--- src/rtl/sobel_frame_ctrl.sv ---
// Frame-level sequencer between the SPI pixel interface and the Sobel core.
// Forwards incoming gray pixels to the core, tracks the column/row of the next
// expected pixel, counts returned Sobel results and hands them to the SPI
// transmit path. After the last input pixel it waits in FLUSH until all
// results are back or the core has been idle for FLUSH_TIMEOUT cycles.
//
// Ports:
//   clk_i, nreset_i          clock, asynchronous active-low reset
//   start_i, abort_i         frame start (IDLE only), abort to IDLE
//   in_valid_i, in_px_i      pixel from SPI (one-cycle pulse)
//   sobel_px_o, sobel_valid_o pixel to Sobel core (one-cycle pulse)
//   sobel_rdy_i, sobel_px_i  result from Sobel core (one-cycle pulse)
//   out_px_o, out_valid_o    result to SPI transmit register
//   col_o, row_o             position of the next expected input pixel
//   busy_o                   frame in progress (RUN or FLUSH)
//   frame_done_o             one-cycle pulse on frame completion
//   overrun_o                sticky framing error
module sobel_frame_ctrl #(
  parameter int unsigned IMG_WIDTH     = 8,
  parameter int unsigned IMG_HEIGHT    = 8,
  parameter int unsigned PX_BITS       = 24,
  parameter int unsigned FLUSH_TIMEOUT = 64
) (
  input  logic                          clk_i,
  input  logic                          nreset_i,
  input  logic                          start_i,
  input  logic                          abort_i,
  input  logic                          in_valid_i,
  input  logic [PX_BITS-1:0]            in_px_i,
  output logic [PX_BITS-1:0]            sobel_px_o,
  output logic                          sobel_valid_o,
  input  logic                          sobel_rdy_i,
  input  logic [PX_BITS-1:0]            sobel_px_i,
  output logic [PX_BITS-1:0]            out_px_o,
  output logic                          out_valid_o,
  output logic [$clog2(IMG_WIDTH)-1:0]  col_o,
  output logic [$clog2(IMG_HEIGHT)-1:0] row_o,
  output logic                          busy_o,
  output logic                          frame_done_o,
  output logic                          overrun_o
);

  localparam int unsigned COL_W  = $clog2(IMG_WIDTH);
  localparam int unsigned ROW_W  = $clog2(IMG_HEIGHT);
  localparam int unsigned NPIX   = IMG_WIDTH * IMG_HEIGHT;
  localparam int unsigned CNT_W  = $clog2(NPIX + 1);
  localparam int unsigned TMO_W  = $clog2(FLUSH_TIMEOUT + 1);

  typedef enum logic [1:0] {
    IDLE  = 2'd0,
    RUN   = 2'd1,
    FLUSH = 2'd2,
    DONE  = 2'd3
  } state_e;

  state_e             state_q, state_d;
  logic [CNT_W-1:0]   out_cnt_q;
  logic [TMO_W-1:0]   tmo_q;

  logic start_acc, px_acc, last_px, px_bad, cnt_sat, cnt_en, rdy_bad;
  logic col_last, row_last, flush_done;

  // State register
  always_ff @(posedge clk_i or negedge nreset_i) begin
    if (!nreset_i) state_q <= IDLE;
    else           state_q <= state_d;
  end

  // Next-state logic; abort overrides every transition
  always_comb begin
    state_d = state_q;
    if (abort_i) begin
      state_d = IDLE;
    end else begin
      case (state_q)
        IDLE:    if (start_i)    state_d = RUN;
        RUN:     if (last_px)    state_d = FLUSH;
        FLUSH:   if (flush_done) state_d = DONE;
        DONE:                    state_d = IDLE;
        default:                 state_d = IDLE;
      endcase
    end
  end

  // Event decode feeding the registered outputs and counters
  always_comb begin
    start_acc  = 1'b0;
    px_acc     = 1'b0;
    px_bad     = 1'b0;
    col_last   = (col_o == COL_W'(IMG_WIDTH - 1));
    row_last   = (row_o == ROW_W'(IMG_HEIGHT - 1));
    cnt_sat    = (out_cnt_q == CNT_W'(NPIX));
    cnt_en     = 1'b0;
    rdy_bad    = 1'b0;
    flush_done = cnt_sat || (tmo_q == TMO_W'(FLUSH_TIMEOUT - 1));

    start_acc = (state_q == IDLE) && start_i && !abort_i;
    px_acc    = (state_q == RUN) && in_valid_i && !abort_i;
    // A pixel arriving outside RUN (including alongside start_i) is dropped
    px_bad    = in_valid_i && (state_q != RUN);
    cnt_en    = sobel_rdy_i && !cnt_sat && ((state_q == RUN) || (state_q == FLUSH));
    rdy_bad   = sobel_rdy_i && cnt_sat;
    last_px   = px_acc && col_last && row_last;
  end

  // Pixel forwarding, result path, position/count tracking and flags
  always_ff @(posedge clk_i or negedge nreset_i) begin
    if (!nreset_i) begin
      sobel_px_o    <= '0;
      sobel_valid_o <= 1'b0;
      out_px_o      <= '0;
      out_valid_o   <= 1'b0;
      col_o         <= '0;
      row_o         <= '0;
      busy_o        <= 1'b0;
      frame_done_o  <= 1'b0;
      overrun_o     <= 1'b0;
      out_cnt_q     <= '0;
      tmo_q         <= '0;
    end else begin
      sobel_valid_o <= px_acc;
      if (px_acc) sobel_px_o <= in_px_i;

      // Results are forwarded regardless of state
      out_valid_o <= sobel_rdy_i;
      if (sobel_rdy_i) out_px_o <= sobel_px_i;

      busy_o       <= (state_d == RUN) || (state_d == FLUSH);
      frame_done_o <= (state_d == DONE);

      if (abort_i || start_acc) begin
        col_o <= '0;
        row_o <= '0;
      end else if (px_acc) begin
        if (col_last) begin
          col_o <= '0;
          row_o <= row_last ? '0 : row_o + ROW_W'(1);
        end else begin
          col_o <= col_o + COL_W'(1);
        end
      end

      if (start_acc)   out_cnt_q <= '0;
      else if (cnt_en) out_cnt_q <= out_cnt_q + CNT_W'(1);

      // Idle timer only runs in FLUSH; any result restarts it
      if (start_acc)               tmo_q <= '0;
      else if (state_q == FLUSH)   tmo_q <= sobel_rdy_i ? '0 : tmo_q + TMO_W'(1);

      // Sticky error; an accepted start clears it and wins over a same-cycle set
      if (!abort_i) begin
        if (start_acc)              overrun_o <= 1'b0;
        else if (px_bad || rdy_bad) overrun_o <= 1'b1;
      end
    end
  end

endmodule

--- config.mk ---
export PLATFORM = sky130hd
export DESIGN_NAME = sobel_frame_ctrl
export DESIGN_NICKNAME = d
export VERILOG_FILES = /design/src/rtl/sobel_frame_ctrl.sv
export SDC_FILE = /design/constraint.sdc
export NUM_CORES = 1
export LEC_CHECK = 0
export CORE_MARGIN = 4
export CORE_UTILIZATION = 49
export CTS_BUF_LIST = sky130_fd_sc_hd__clkbuf_16
export DETAILED_ROUTE_END_ITERATION = 10
export PLACE_DENSITY = 0.95
export SLEW_MARGIN = 20
export SYNTH_ARGS = -nofsm -noshare
export SYNTH_HDL_FRONTEND = slang
export SYNTH_SLANG_ARGS = --single-unit
--- constraint.sdc ---
create_clock -name clk_i -period 2.7 [get_ports clk_i]
set_input_delay 0.54 -clock clk_i [delete_from_list [all_inputs] [get_ports clk_i]]
set_output_delay 0.54 -clock clk_i [all_outputs]
set_load 0.02 [all_outputs]
# Word level (Yosys, flattened, before mapping)
# Cells that the tools add are included.
[op_classes]
n_mul = 0
bitwise_logic = 1
n_lt_le_gt_ge = 0
n_reduce_logical = 25
n_mux = 19
shift = 0
eq_ne = 11
addsub = 4
div = 0
[ops]
columns = ["operator", "n"]
rows = [
  ["$mux W7", 5],
  ["$mux W3", 7],
  ["$add A7 B1 Y7 const B", 2],
  ["$logic_and A1 B1 Y1", 10],
  ["$reduce_bool A2 Y1", 5],
  ["$eq A2 B2 Y1 const B", 4],
  ["$mux W2", 4],
  ["$pmux W2 S4", 1],
  ["$eq A7 B6 Y1 const B", 1],
  ["$eq A7 B7 Y1 const B", 1],
  ["$add A3 B1 Y3 const B", 2],
  ["$eq A3 B3 Y1 const B", 2],
  ["$logic_or A1 B1 Y1", 5],
  ["$eq A2 B1 Y1 const B", 2],
  ["$reduce_and A2 Y1", 2],
  ["$logic_not A1 Y1", 2],
  ["$logic_not A2 Y1", 1],
  ["$mux W1", 2],
  ["$ne A2 B1 Y1 const B", 1],
  ["$not A1 Y1", 1],
]
[word_totals]
latchBits = 0
romBits = 0
input_bits = 54
wordCells = 72
mem_count = 0
register_bits = 75
ramBits = 0
out_inout_bits = 59

# Logic depth before layout (Yosys ltp)
# Gate-level depths: netlist of the first run.
[logic_depth]
word_depth = 10
mapped_depth = 7
depth_no_buf = 6

# Least setup slack after synthesis of the first run
# OpenSTA, ideal clock, no wires.
[synth_path]
path_kind = "register to register"
start = "register col_o[0]"
end = "register busy_o"
setup_time_ns = 0.126
path_buffers = 0
stages_incl_launch_ff = 7
path_slack_ns = 0.988
synth_period_minus_slack_ns = 1.712
t_required_ns = 2.574
arrival_ns = 1.586
path_cell_list = "dfrtp_1 -> ha_1 -> ha_1 -> nand4b_1 -> a211oi_1 -> a211oi_1 -> ha_1"
[synth_via]
elab_chain_len = 8
word_cells_on_any_way = 9
cone_classes = "3 x eq/ne; 3 x mux; 3 x reduce/logical"
[synth_rtl]
columns = ["element", "line_no", "text"]
rows = [
  ["from (decl)", "36", "output logic [$clog2(IMG_WIDTH)-1:0] col_o,"],
  ["from (signal assigned)", "139", "col_o <= col_o + COL_W'(1);"],
  ["$eq A3 B3 Y1 *", "90", "col_last = (col_o == COL_W'(IMG_WIDTH - 1));"],
  ["$logic_and A1 B1 Y1 * (2 in series)", "103", "last_px = px_acc && col_last && row_last;"],
  ["$mux W2 *", "77", "RUN: if (last_px) state_d = FLUSH;"],
  ["$pmux W2 S4 *", "75", "case (state_q)"],
  ["$mux W2 *", "72", "if (abort_i) begin"],
  ["via state_d[0]", "56", "state_e state_q, state_d;"],
  ["$eq A2 B1 Y1 / $eq A2 B2 Y1 (equally long branches)", "128", "busy_o <= (state_d == RUN) || (state_d == FLUSH);"],
  ["$logic_or A1 B1 Y1 *", "128", ""],
  ["to (signal assigned)", "128", ""],
  ["to (decl)", "38", "output logic busy_o,"],
]
# Mark *: on every way through the listed nets, which the timed path passes. The rest lies on a longest branch.
# A chain may end at the register's enable or synchronous reset.

# Final worst setup path of the first run
[layout_path]
start = "register state_q[1]"
end = "register sobel_px_o[6]"
[layout_via]
elab_chain_len = 3
[layout_rtl]
columns = ["element", "line_no", "text"]
rows = [
  ["from (decl)", "56", ""],
  ["from (signal assigned)", "66", "else state_q <= state_d;"],
  ["$eq A2 B1 Y1", "98", "px_acc = (state_q == RUN) && in_valid_i && !abort_i;"],
  ["$logic_and A1 B1 Y1 (2 in series)", "98", ""],
  ["to (signal assigned)", "122", "if (px_acc) sobel_px_o <= in_px_i;"],
  ["to (decl)", "30", "output logic [PX_BITS-1:0] sobel_px_o,"],
]
# Every way passes these cells.

==> results of run 1 <==
cells by family (layout without fill, tap and decap cells):
group / after synthesis / after routing
flops: 75 / 75
simple gates: 61 / 61
mux: 54 / 54
buf+inv: 14 / 137
fa+ha+maj: 12 / 12
compound gates: 36 / 36
sequential cells by signal (all words and copies together) (netlist names):
| signal | flops |
|---|---|
| busy_o | 1 |
| col_o | 3 |
| frame_done_o | 1 |
| out_cnt_q | 7 |
| out_px_o | 24 |
| out_valid_o | 1 |
| overrun_o | 1 |
| row_o | 3 |
| sobel_px_o | 24 |
| sobel_valid_o | 1 |
| state_q | 2 |
| tmo_q | 7 |
routing by layer:
layer,GRT usage (%),share of wire (%),vias to the layer above
li1,-,-,1143
met5,0,0,-
met4,10.6,2.9,0
met1,22.5,38,1256
met3,6.51,6.4,17
met2,35.7,52,88
per-stage QoR:
| stage | setup slack, ps | utilization, % |
|---|---|---|
| final | 653 | 74.7 |
| after global routing | 544 | 74.7 |
| after CTS | 671 | 74.7 |
| after detailed placement | 444 | 69.7 |
| after global placement | 536 | 69.7 |
| after floorplan | 988 | - |
synthesized netlist by cell type (2+ instances only):
cell,n,area share (%)
buf_2,5,0.76
buf_6,3,1.0
nor3_1,5,0.76
nand3b_1,2,0.46
a21oi_1,13,2.0
dfrtp_1,75,57
a211oi_1,4,0.91
or3_1,4,0.76
nand3_1,7,1.1
mux2_2,30,10
inv_1,5,0.57
or4_1,2,0.46
a21o_1,2,0.46
nor2b_1,3,0.57
o31ai_1,2,0.46
mux2i_1,5,1.5
o21ai_0,6,0.91
nand2_2,2,0.38
ha_1,12,4.6
a31oi_1,2,0.38
mux2_1,19,6.5
nor2_1,6,0.68
nand2_1,19,2.2
cell type report:
type,count,area [um^2],share of cell area (%)
clock buffers,9,225,4.70
inverters,5,18.8,0.391
clock inverters,7,92.6,1.93
multi-input cells,163,1340,27.9
repair buffers,116,1150,23.9
flip-flops and latches,75,1880,39.1
well taps,77,96.3,2.01
critical path, cell delays in order (launching register included):
cell and delay (ps):
dfrtp_1 420, inv_1 130, ha_1 360, nand2_2 180, nor2_4 110, buf_4 320, mux2_1 400
how the worst min path moves through the flow:
stage,startpoint,end,slack [ps],cells after the start
after floorplan,nreset_i,busy_o$_DFF_PN0_,240,0
after global placement,sobel_px_o[19]$_DFFE_PN0P_,sobel_px_o[19]$_DFFE_PN0P_,470,1
after detailed placement,sobel_px_o[3]$_DFFE_PN0P_,sobel_px_o[3]$_DFFE_PN0P_,470,1
after CTS,nreset_i,sobel_px_o[10]$_DFFE_PN0P_,380,1
after global routing,nreset_i,overrun_o$_DFFE_PN0P_,430,1
final,nreset_i,row_o[1]$_DFFE_PN0P_,320,1
power breakdown:
group / total [mW] / internal (mW) / switching, mW
registers: 1.48 / 1.35 / 0.135
clock network: 1.26 / 0.807 / 0.454
logic: 1.11 / 0.576 / 0.537
total: 3.86 / 2.73 / 1.13
==> results_dict.tcl, run 1 <==
set metrics [dict create \
    outcome "finished clean" \
    gp_congestion 0.833 \
    worstSkewPairLatency_ps 330 \
    rr_endpoint "sobel_px_o[6]$_DFFE_PN0P_" \
    ys_seq_elements 75 \
    ff2ff_path_depth 6 \
    post-route-period-util_pct 75.8 \
    vdd_drop_max_mv 0.651 \
    cts.sinks 75 \
    drt_wl_total_um 8110 \
    areaGrowthSynthToFinish_pct 45.5 \
    p_per_area_mw_per_mm2 804 \
    synth_compound_area_share_pct 7.10 \
    antenna_found_initial 0 \
    finalNonFillerCells 452 \
    synth_top_family_by_area "multiplexers" \
    fmax_mhz 489 \
    clk_pin_slew_worst_paths_ps 60 \
    finalNetCount 436 \
    firstDrtPassIters 4 \
    ant_nets 0 \
    vias_per_cell 5.54 \
    yosys.area_share.simple_pct 10.7 \
    clockBufferDepth 2 \
    muxShareOfSynthArea_pct 18.3 \
    final_hold_viol_count 0 \
    crit_path_end_kind "register" \
    core_area_mm2 0.00642 \
    cp.arrival_ps 2250 \
    yosys.area_share.adder_pct 4.56 \
    grt_max_degree 76 \
    r2r_slack_ps 650 \
    n_fill_cell 411 \
    diodes 0 \
    ys.flop_type "dfrtp_1" \
    slew_headroom_pct 39.5 \
    hold_class "in2async" \
    initial_core_util_pct 51.3 \
    critPathKind "reg2reg" \
    final_area_mm2 0.00480 \
    final_cell_mix "clkdlybuf4s50_1 (111), dfrtp_1 (75), mux2_2 (30), nand2_1 (19), mux2_1 (19)" \
    ctsRootBufferMaster "clkbuf_16" \
    grt_pass1_wl_um 13200 \
    finalSetupViolations 0 \
    cts_tree "yes" \
    synth_edf_count 0 \
    synth-async-reset-ratio_pct 100 \
    grt-ovfl-total 0 \
    vias 2504 \
    crit_fanout 25 \
    ys_seq_area_share_pct 56.9 \
    synth.distinct_cells 42 \
    die_h_um 90.0 \
    first_global_vias 2763 \
    dp_cells 436 \
    drc 0 \
    final_max_slew_viol_count 0 \
    dpl.hpwl_um 5590 \
    placed_area_mm2 0.00448 \
    critPathLaunch "state_q[1]$_DFF_PN0_" \
    cts_buffers 9 \
    die_area_mm2 0.00810 \
    finalSetupTns_ps 0 \
    drv_cap 0 \
    skew_ps 8.71 \
    htreeDepth 3 \
    synthCells 252 \
    mostFrequentLayoutCell "clkdlybuf4s50_1" \
    placementRows 29 \
    finalCriticalPeriod_ps 2050 \
    power.total_mw 3.86 \
    wl_per_cell_um 17.9 \
    syn_area_mm2 0.00330 \
    setup.worst_path.end "sobel_px_o[6]$_DFFE_PN0P_" \
    worst-slew-pin-transition_ps 908 \
    cts_hold_buf 0 \
    drive_above_1_share_pct 15.2 \
    leakage_nw 2.02 \
    synth-xor-area-share_pct 0 \
    worstReg2RegStart "state_q[1]$_DFF_PN0_" \
    crit_required_ps 2900 \
    die_w_um 90.0 \
    hold_slack_ps 321 \
    cts_setup_buffers 0 \
    yosysWarnings 0 \
    boundaryPins 113 \
    port_buffers 112 \
    rsz0062_at_grt "false" \
    dr.first_iter.drc_count 135 \
    synth.net_count 318 \
    startpoint_type "register" \
    syn_avg_cell_area_um2 13.1 \
    grt_use_total_pct 20.6 \
    cts_resized 0 \
]
Note: power is estimated with default switching activity, not from simulation.
==> run 2: changes to the inputs <==
--- a/config.mk
+++ b/config.mk
@@ -6,10 +6,10 @@
 export NUM_CORES = 1
 export LEC_CHECK = 0
 export CORE_MARGIN = 4
-export CORE_UTILIZATION = 49
+export CORE_UTILIZATION = 41
 export CTS_BUF_LIST = sky130_fd_sc_hd__clkbuf_16
 export DETAILED_ROUTE_END_ITERATION = 10
-export PLACE_DENSITY = 0.95
+export PLACE_DENSITY = 0.85
 export SLEW_MARGIN = 20
 export SYNTH_ARGS = -nofsm -noshare
 export SYNTH_HDL_FRONTEND = slang
==> constraint.sdc (replaced) <==
create_clock -name clk_i -period 1.7 [get_ports clk_i]
set_input_delay 0.34 -clock clk_i [delete_from_list [all_inputs] [get_ports clk_i]]
set_output_delay 0.34 -clock clk_i [all_outputs]
set_load 0.02 [all_outputs]
==> results_dict.tcl, run 2 (synthesis results as in run 1) <==
set metrics [dict create \
    crit_required_ps 1900 \
    p_per_area_mw_per_mm2 1170 \
    finalCriticalPeriod_ps 1670 \
    first_global_vias 2924 \
    ant_nets 0 \
    mostFrequentLayoutCell "clkdlybuf4s50_1" \
    dp_cells 496 \
    grt_use_total_pct 18.1 \
    finalSetupTns_ps 0 \
    hold_class "in2async" \
    clockBufferDepth 2 \
    final_core_util_pct 67.2 \
    vias_per_cell 5.08 \
    critPathLaunch "state_q[1]$_DFF_PN0_" \
    max_stage_delay_ps 370 \
    startpoint_type "register" \
    path_buf_inv 2 \
    crit_path_end_kind "register" \
    areaGrowthSynthToFinish_pct 58.4 \
    finalNetCount 476 \
    worstSkewPairLatency_ps 330 \
    worst-slew-pin-transition_ps 403 \
    slowest_stage "dfrtp_1" \
    vias 2628 \
    placementRows 32 \
    dpl.hpwl_um 6110 \
    core_area_mm2 0.00777 \
    drv_cap 0 \
    vdd_drop_max_mv 0.722 \
    finalNonFillerCells 517 \
    n_fill_cell 577 \
    die_w_um 97.7 \
    cts_buffers 9 \
    skew_ps 6.69 \
    drc 0 \
    grt-ovfl-total 0 \
    die_h_um 97.7 \
    post-route-period-util_pct 98.3 \
    final_hold_viol_count 0 \
    critPathKind "reg2reg" \
    worstReg2RegStart "state_q[1]$_DFF_PN0_" \
    firstDrtPassIters 4 \
    wl_per_cell_um 16.2 \
    grt_pass1_wl_um 14000 \
    final_cell_mix "clkdlybuf4s50_1 (107), dfrtp_1 (75), buf_4 (41), mux2_2 (30)" \
    htreeDepth 3 \
    path_delay_family "flip-flops" \
    ctsRootBufferMaster "clkbuf_16" \
    antenna_found_initial 0 \
    finalSetupViolations 0 \
    die_area_mm2 0.00954 \
    final_max_slew_viol_count 0 \
    cts_tree "yes" \
    cp.arrival_ps 1870 \
    cts.sinks 75 \
    gp_congestion 0.880 \
    clk_pin_slew_worst_paths_ps 60 \
    outcome "finished clean" \
    reg_top3 "out_px_o (24), sobel_px_o (24)" \
    diodes 0 \
    crit_fanout 25 \
    leakage_nw 2.27 \
    worstPathCellList "inv_1 > ha_2 > nand2_2 > nor2_4 > buf_12 > mux2_1" \
    boundaryPins 113 \
    grt_max_degree 76 \
    initial_core_util_pct 42.4 \
    dr.first_iter.drc_count 98 \
    drt_wl_total_um 8360 \
    fmax_mhz 599 \
    slew_headroom_pct 73.1 \
    port_buffers 112 \
    rsz0062_at_grt "true" \
    drive_above_1_share_pct 26.0 \
]
==> run 2: metrics by stage <==
stage / area, um^2 / hold slack (ps) / total power, mW / worst slack [ps]
final: 5220 / 16.0 / 6.10 / 29.7
after detailed placement: 4820 / 392 / 4.23 / -154
after global placement: 4820 / 386 / 4.15 / -102
after floorplan: 3300 / 44.4 / 3.16 / 14.5
after global routing: 5220 / 56.6 / 6.40 / -46.3
after CTS: 5140 / 39.3 / 6.17 / 10.9
==> run 2: path summary, 6_finish.rpt <==
path	endpoint	slack, ps	cells after the start
max in group asynchronous	sobel_px_o[23]$_DFFE_PN0P_	1360	2
max	sobel_px_o[5]$_DFFE_PN0P_	30	6
max reg2reg	sobel_px_o[5]$_DFFE_PN0P_	30	6
min reg2reg	sobel_px_o[2]$_DFFE_PN0P_	480	1
min	out_px_o[0]$_DFFE_PN0P_	20	2
min in group clk_i	sobel_px_o[2]$_DFFE_PN0P_	480	1
==> run 2: report_power, final <==
part / internal [mW] / switching, mW / leakage (nW) / total (mW)
Combinational: 0.997 / 0.876 / 1.19 / 1.87
Clock: 1.15 / 0.756 / 0.141 / 1.90
Sequential: 2.14 / 0.192 / 0.938 / 2.33
==> run 2: what timing repair did <==
item | in CTS | in global routing
pin swaps | 0 | 4
hold buffers | 0 | 0
endpoints found under the setup margin | 3 | 32
resized for setup | 6 | 10
buffers inserted | 0 | 5
==> run 2: final cells by class <==
| cell class | instances | area, um^2 | area share (%) |
|---|---|---|---|
| Sequential cell | 75 | 1880 | 36.0 |
| Timing Repair Buffer | 156 | 1500 | 28.8 |
| Multi-Input combinational cell | 163 | 1390 | 26.7 |
| Clock buffer | 9 | 225 | 4.31 |
| Tap cell | 102 | 128 | 2.44 |
| Clock inverter | 7 | 77.6 | 1.49 |
| Inverter | 5 | 18.8 | 0.360 |
==> run 2: layer usage <==
metal  global-route usage [%]  vias up  share of wire, %
met5                        0        -                 0
met4                     6.50        0               1.9
li1                         -     1230                 -
met2                     31.7       81                53
met1                     20.7     1302                39
met3                     5.96       15               6.1
==> run 3: changes to the inputs <==
--- a/config.mk
+++ b/config.mk
@@ -10,7 +10,8 @@
 export CTS_BUF_LIST = sky130_fd_sc_hd__clkbuf_16
 export DETAILED_ROUTE_END_ITERATION = 10
 export PLACE_DENSITY = 0.85
-export SLEW_MARGIN = 20
+export REMOVE_ABC_BUFFERS = 1
+export SLEW_MARGIN = 15
 export SYNTH_ARGS = -nofsm -noshare
 export SYNTH_HDL_FRONTEND = slang
 export SYNTH_SLANG_ARGS = --single-unit
==> results_dict.tcl, run 3 (synthesis results as in run 1) <==
set metrics [dict create \
    outcome "finished clean" \
    vdd_drop_max_mv 0.846 \
    final_core_util_pct 67.0 \
    initial_core_util_pct 42.4 \
    areaGrowthSynthToFinish_pct 57.8 \
    finalNetCount 474 \
    rsz0062_at_grt "false" \
    max_stage_delay_ps 610 \
    dr.first_iter.drc_count 99 \
    finalNonFillerCells 514 \
    firstDrtPassIters 4 \
    placed_area_mm2 0.00482 \
    die_w_um 97.7 \
    vias 2617 \
    reg_top3 "out_px_o (24), sobel_px_o (24)" \
    finalSetupTns_ps 0 \
    die_h_um 97.7 \
    drv_cap 0 \
    crit_path_end_kind "primary output" \
    grt_max_degree 35 \
    clockPowerShare_pct 31.6 \
    worstPathCellList "clkdlybuf4s50_1" \
    clk_pin_slew_worst_paths_ps 50 \
    final_max_slew_viol_count 0 \
    seq_area_mm2 0.00188 \
    ant_nets 0 \
    post-route-period-util_pct 96.8 \
    path_buf_inv 1 \
    grt_use_total_pct 17.3 \
    finalSetupViolations 0 \
    clockBufferDepth 2 \
    drc 0 \
    multi_input_area_mm2 0.00140 \
    netSwitchingFraction_pct 28.1 \
    wl_per_cell_um 15.6 \
    cts_tree "yes" \
    diodes 0 \
    power.total_mw 6.13 \
    mostFrequentLayoutCell "clkdlybuf4s50_1" \
    comb_power_share_pct 30.5 \
    worst-slew-pin-transition_ps 453 \
    startpoint_type "register" \
    fmax_mhz 608 \
    die_area_mm2 0.00954 \
    final_area_mm2 0.00520 \
    dpl_worst_slack_ps -173 \
    core_area_mm2 0.00777 \
    dp_cells 498 \
    skew_ps 4.93 \
    finalCriticalPeriod_ps 1650 \
    drive_above_1_share_pct 26.0 \
    cp.arrival_ps 1310 \
    drt_wl_total_um 7990 \
    p_per_area_mw_per_mm2 1180 \
    vias_per_cell 5.09 \
    grt_pass1_wl_um 13400 \
    cts_setup_buffers 0 \
    ctsRootBufferMaster "clkbuf_16" \
    port_buffers 112 \
    slew_headroom_pct 69.8 \
    dpl.hpwl_um 6220 \
    antenna_found_initial 0 \
    crit_fanout 3 \
    htreeDepth 3 \
    fin_ws_ps 54.2 \
    n_fill_cell 606 \
    cts_buffers 9 \
    path_delay_family "buffers and inverters" \
    placementRows 32 \
    slowest_stage "clkdlybuf4s50_1" \
    final_cell_mix "clkdlybuf4s50_1 (107), dfrtp_1 (75), buf_4 (39), mux2_2 (30)" \
    p_switching_mw 1.72 \
    critPathKind "reg2out" \
    p_int_mw 4.40 \
    leakage_nw 2.24 \
    hold_slack_ps 489 \
    crit_required_ps 1360 \
    first_global_vias 2867 \
    seqPwrFrac_pct 37.9 \
    worstSkewPairLatency_ps 330 \
    cts.sinks 75 \
    hold_class "reg2reg" \
    boundaryPins 113 \
    grt-ovfl-total 0 \
    gp_congestion 0.871 \
    final_hold_viol_count 0 \
]
-- run 3: layer usage --
layer	track usage, %	routed length, um	share of wire, %	vias to the layer above
met5	0	0	0	-
met4	7.56	212	2.7	0
met3	5.46	563	7.0	17
met2	29.6	3990	50	87
met1	19.8	3230	40	1288
li1	-	-	-	1225
-- run 3: layout make-up --
type,instances,share of cell area [%]
inverters,5,0.361
well taps,102,2.45
repair buffers,154,28.3
flip-flops and latches,75,36.1
clock buffers,9,4.33
multi-input cells,163,26.9
clock inverters,6,1.56
-- run 3: path summary, 6_finish.rpt --
kind                                            start                          to  slack, ps  cells past startpoint
setup / recovery                 col_o[2]$_DFFE_PN0P_                    col_o[2]         50                      1
hold / removal             sobel_px_o[20]$_DFFE_PN0P_  sobel_px_o[20]$_DFFE_PN0P_        490                      1
setup reg to reg                 tmo_q[0]$_DFFE_PN0P_            busy_o$_DFF_PN0_         90                      5
hold reg to reg            sobel_px_o[20]$_DFFE_PN0P_  sobel_px_o[20]$_DFFE_PN0P_        490                      1
max in group asynchronous                    nreset_i   sobel_px_o[0]$_DFFE_PN0P_        680                      3
min in group asynchronous                    nreset_i    out_px_o[21]$_DFFE_PN0P_        540                      2
-- run 3: power by group through the flow --
stage / registers, mW / clock network [mW] / logic (mW)
2_1_floorplan: 2.76 / 0 / 0.380
3_3_place_gp: 2.33 / 0 / 1.82
3_5_place_dp: 2.36 / 0 / 1.87
4_1_cts: 2.33 / 1.98 / 1.88
5_1_grt: 2.37 / 2.06 / 1.99
6_report: 2.32 / 1.94 / 1.87
-- run 3: worst reg2reg max path, cell delays in order (launching register included) --
cell      delay [ps]
dfrtp_1          350
ha_2             190
nand3_2           90
or3_4            350
a211oi_2         250
ha_1             260
-- run 3: repair_timing --
action / CTS / global route
pin swaps: 1 / 4
gates resized for setup: 5 / 14
endpoints found under the setup margin: 4 / 8
hold buffers: 1 / 0
hold endpoints to repair: 32 / 0
==> RTL change 1 (settings of run 3) <==
Make the reset (`nreset_i`) synchronous in 2 clocked blocks. Comments in the files are not updated.
--- a/src/rtl/sobel_frame_ctrl.sv
+++ b/src/rtl/sobel_frame_ctrl.sv
@@ -62,5 +62,5 @@
 
   // State register
-  always_ff @(posedge clk_i or negedge nreset_i) begin
+  always_ff @(posedge clk_i) begin
     if (!nreset_i) state_q <= IDLE;
     else           state_q <= state_d;
@@ -105,5 +105,5 @@
 
   // Pixel forwarding, result path, position/count tracking and flags
-  always_ff @(posedge clk_i or negedge nreset_i) begin
+  always_ff @(posedge clk_i) begin
     if (!nreset_i) begin
       sobel_px_o    <= '0;
Behaviour: differs if nreset_i is asserted again (counterexample within 4 cycles, from zero or initial values and one cycle with nreset_i low); with nreset_i held inactive, the same outputs for 10 cycles.
==> RTL change 1 against run 3 <==
  * The run now ends with negative setup slack left
  * Synthesized area shrank 8.0%
  * Sequential cell count is the same
  * Critical endpoint is now busy_o
  * Setup slack lost 0.19 ns
  * Cell area shrank 4.1%
  * Clock skew grew 0.0088 ns
  * Worst hold slack lost 0.044 ns
  * Sequential share of layout area shrank 5.9 points
  * Synthesized cell count grew 29%
  * Routed wire length grew 2.9%
Power is not compared: it rests on default switching activity, and its combinational part moved more than twofold at a synthesized area within 25%.
==> RTL change 1: results (changes against run 3) <==
whs_ns: 0.446  # was 0.489 ns
critPathArrivalTime_ns: 2.05  # was 1.31 ns
worst_slack_ns: -0.133  # was 0.0542 ns
grt_pass1_wl_um: 13200  # was 13,400 um
drt-wirelength-per-cell_um: 14.4  # was 15.6 um
grt_use_met3_pct: 7.13  # was 5.46%
gr-usage-met2_pct: 32.8  # was 29.6%
holdPathEnd: "tmo_q[1]"  # was sobel_px_o[20]
final_cells: 570  # was 514
setup_viol: 2  # was 0
violations: "negative setup slack"
min_path_type: "in2reg"  # was reg2reg
synth_common_cells: "dfxtp_1, nand2_1, nor2b_1, mux2i_1, a21boi_0"  # was dfrtp_1, mux2_2, mux2_1, nand2_1, a21oi_1
viasPerCell: 4.76  # was 5.09
critPathCapture: "busy_o"  # was col_o[2]
drt_iter0_markers: 61  # was 99
num-nets-final: 532  # was 474
use_met1_pct: 20.9  # was 19.8%
gp_congestion: 0.804  # was 0.871
slew_headroom_pct: 77.3  # was 69.8%
netlist_instances: 324  # was 252
place_inst: 552  # was 498
status: "complete, but fails checks"  # was completed
fin_skew_ns: 0.0137  # was 0.00493 ns
grt_usage_pct: 18.9  # was 17.3%
ys_async_sr_fraction_pct: 0  # was 100%
tns_ns: -0.165  # was 0 ns
ys_seq_area_share_pct: 49.5  # was 56.9%
cts_resized: 20  # was 5
[RTL change 1: critical path, cell delays in order (launching register included)]
cell       delay, ns
dfxtp_1         0.31
or4b_4          0.56
o21ai_4         0.16
a2111oi_4       0.10
nor3_2          0.20
ha_1            0.25
and2_1          0.15
[RTL change 1: cell families after synthesis]
kind of cell               count (synthesis)  share of synthesized area (%)
DFF                                       75                           49.5
AOI/OAI and AO/OA                         45                           10.4
buffers and inverters                     22                           2.97
and+or+nand+nor                          136                           21.4
adders and majority gates                 11                           4.54
muxes                                     25                           8.25
xor gates and xnor gates                  10                           2.89
[RTL change 1: routing by layer]
layer	up-vias	routed length, um
met1	1268	3250
met5	-	0
li1	1364	-
met3	10	566
met2	70	4290
met4	0	124
[RTL change 1: area by class of cell]
class,instances,area [sq um]
Clock inverter,6,129
Multi-Input combinational cell,227,1570
Timing Repair Buffer,148,1420
Tap cell,99,124
Clock buffer,9,225
Inverter,6,22.5
Fill cell,555,2230
Sequential cell,75,1510
==> RTL change 2 (flow settings as in run 3) <==
Made on the original files. `FLUSH_TIMEOUT`: 64 -> 256.
--- a/src/rtl/sobel_frame_ctrl.sv
+++ b/src/rtl/sobel_frame_ctrl.sv
@@ -20,5 +20,5 @@
   parameter int unsigned IMG_HEIGHT    = 8,
   parameter int unsigned PX_BITS       = 24,
-  parameter int unsigned FLUSH_TIMEOUT = 64
+  parameter int unsigned FLUSH_TIMEOUT = 256
 ) (
   input  logic                          clk_i,
Check against the original RTL: no difference found for any inputs over 10 cycles, from zero or initial values and one cycle with nreset_i low; that may be too few to reach the edited logic, so the function may still have changed.
==> RTL change 2 against run 3 <==
  * Synthesized area increased by 2.4%
  * Routed wire length increased by 8.3%
  * Non-clock buffer count is 10 lower
  * Cell area rose by 1.2%
  * Utilization grew 0.082 points
  * Sequential cell count up 2
  * Setup slack worse by 0.021 ns
  * Power is 2.5% lower
  * Worst hold slack worse by 0.0077 ns
  * Clock power rose by 20%
  * Critical path type unchanged
  * Largest power group is now the clock network
  * Highest routed layer unchanged
==> RTL change 2: results (changes against run 3) <==
status: "completed"  # unchanged
ys_seq_area_share_pct: 57.1  # was 56.9%
ff_latch_area_sq_mm: 0.00193  # was 0.00188 sq mm
grt_pass1_wl_um: 14200  # was 13,400 um
drt_iter0_markers: 70  # was 99
num-multi-input-gates: 171  # was 163
synth-compound-area-share_pct: 7.08  # was 7.10%
place_inst: 500  # was 498
p_comb_share_pct: 23.5  # was 30.5%
synthAdderAreaFrac_pct: 4.82  # was 4.56%
avgSynthCellArea_sq_um: 12.7  # was 13.1 sq um
p_clk_share_pct: 39.0  # was 31.6%
p_leak_nw: 2.32  # was 2.24 nW
reg.largest.list: "out_px_o (24), sobel_px_o (24), tmo_q (9)"  # was out_px_o (24), sobel_px_o (24)
num-nets-final: 478  # was 474
power_mw: 5.98  # was 6.13 mW
grt_usage_pct: 18.1  # was 17.3%
p_switching_mw: 1.56  # was 1.72 mW
peakVddDrop_mv: 0.928  # was 0.846 mV
io_buffers: 112  # unchanged
fin_skew_ns: 0.00902  # was 0.00493 ns
cts_buffers: 9  # unchanged
clock_area_share_pct: 6.90  # was 5.89%
muxShareOfSynthArea_pct: 17.5  # was 18.3%
critPathArrivalTime_ns: 1.33  # was 1.31 ns
grt_pass1_vias: 2917  # was 2,867
drive_above_1_share_pct: 21.4  # was 26.0%
fin_util_pct: 67.0  # about the same
dp_slack_ns: -0.183  # was -0.173 ns
layout.nonclk_buf_share_pct: 26.8  # was 28.3%
hpwl_um: 6350  # was 6220 um
drt-wirelength-per-cell_um: 16.7  # was 15.6 um
gp_congestion: 0.840  # was 0.871
fillCellCount: 573  # was 606
path_max_fanout: 2  # was 3
slew_headroom_pct: 70.7  # was 69.8%
htreeDepth: 3  # unchanged
ys_seq_elements: 77  # was 75
routed_wl_um: 8660  # was 7990 um
cts_buffer_depth: 2  # unchanged
synth_common_cells: "dfrtp_1, mux2_2, mux2_1, a21oi_1, nand2_1"  # was dfrtp_1, mux2_2, mux2_1, nand2_1, a21oi_1
vias: 2674  # was 2,617
nNonClkBuffers: 144  # was 154
holdBufCountCts: 1  # unchanged
n_all_inverters: 8  # was 5
max_stage_delay_ns: 0.63  # was 0.61 ns
cts_resized: 4  # was 5
ys_async_sr_fraction_pct: 100  # unchanged
placed_area_sq_mm: 0.00483  # was 0.00482 sq mm
multi_input_area_share_pct: 26.7  # was 26.9%
power_density_mw_per_mm2: 1140  # was 1180 mW/mm^2
grt_max_degree: 30  # was 35
ys_top_cells_by_area: "dfrtp_1, mux2_2, mux2_1"  # unchanged
clk_transition_reported_paths_ns: 0.06
RTL change 2: cell types whose count changed after synthesis, moves of 3 or more:
cell	change
a211oi_1	-3
a21oi_1	+5
buf_4	+3
buf_6	-3
inv_1	+3
nand3_1	-3
nand4_1	+3
RTL change 2: worst paths after layout:
check                               startpoint             end  slack, ns  cells past startpoint
worst max-delay path            sobel_px_o[18]  sobel_px_o[18]       0.03                      1
worst min-delay path            sobel_px_o[23]  sobel_px_o[23]       0.48                      1
worst max register to register      state_q[0]    out_cnt_q[6]       0.05                      5
worst min register to register  sobel_px_o[23]  sobel_px_o[23]       0.48                      1
max in group asynchronous             nreset_i        col_o[1]       0.70                      3
min in group asynchronous             nreset_i        tmo_q[3]       0.50                      2
RTL change 2: layer usage:
layer	GRT usage, %	wire (um)	part of all wire, %	vias to the layer above
met2	31.1	4430	51	85
met4	6.20	146	1.7	0
met1	21.1	3440	40	1330
met5	0	0	0	-
met3	6.23	645	7.4	15
li1	-	-	-	1244
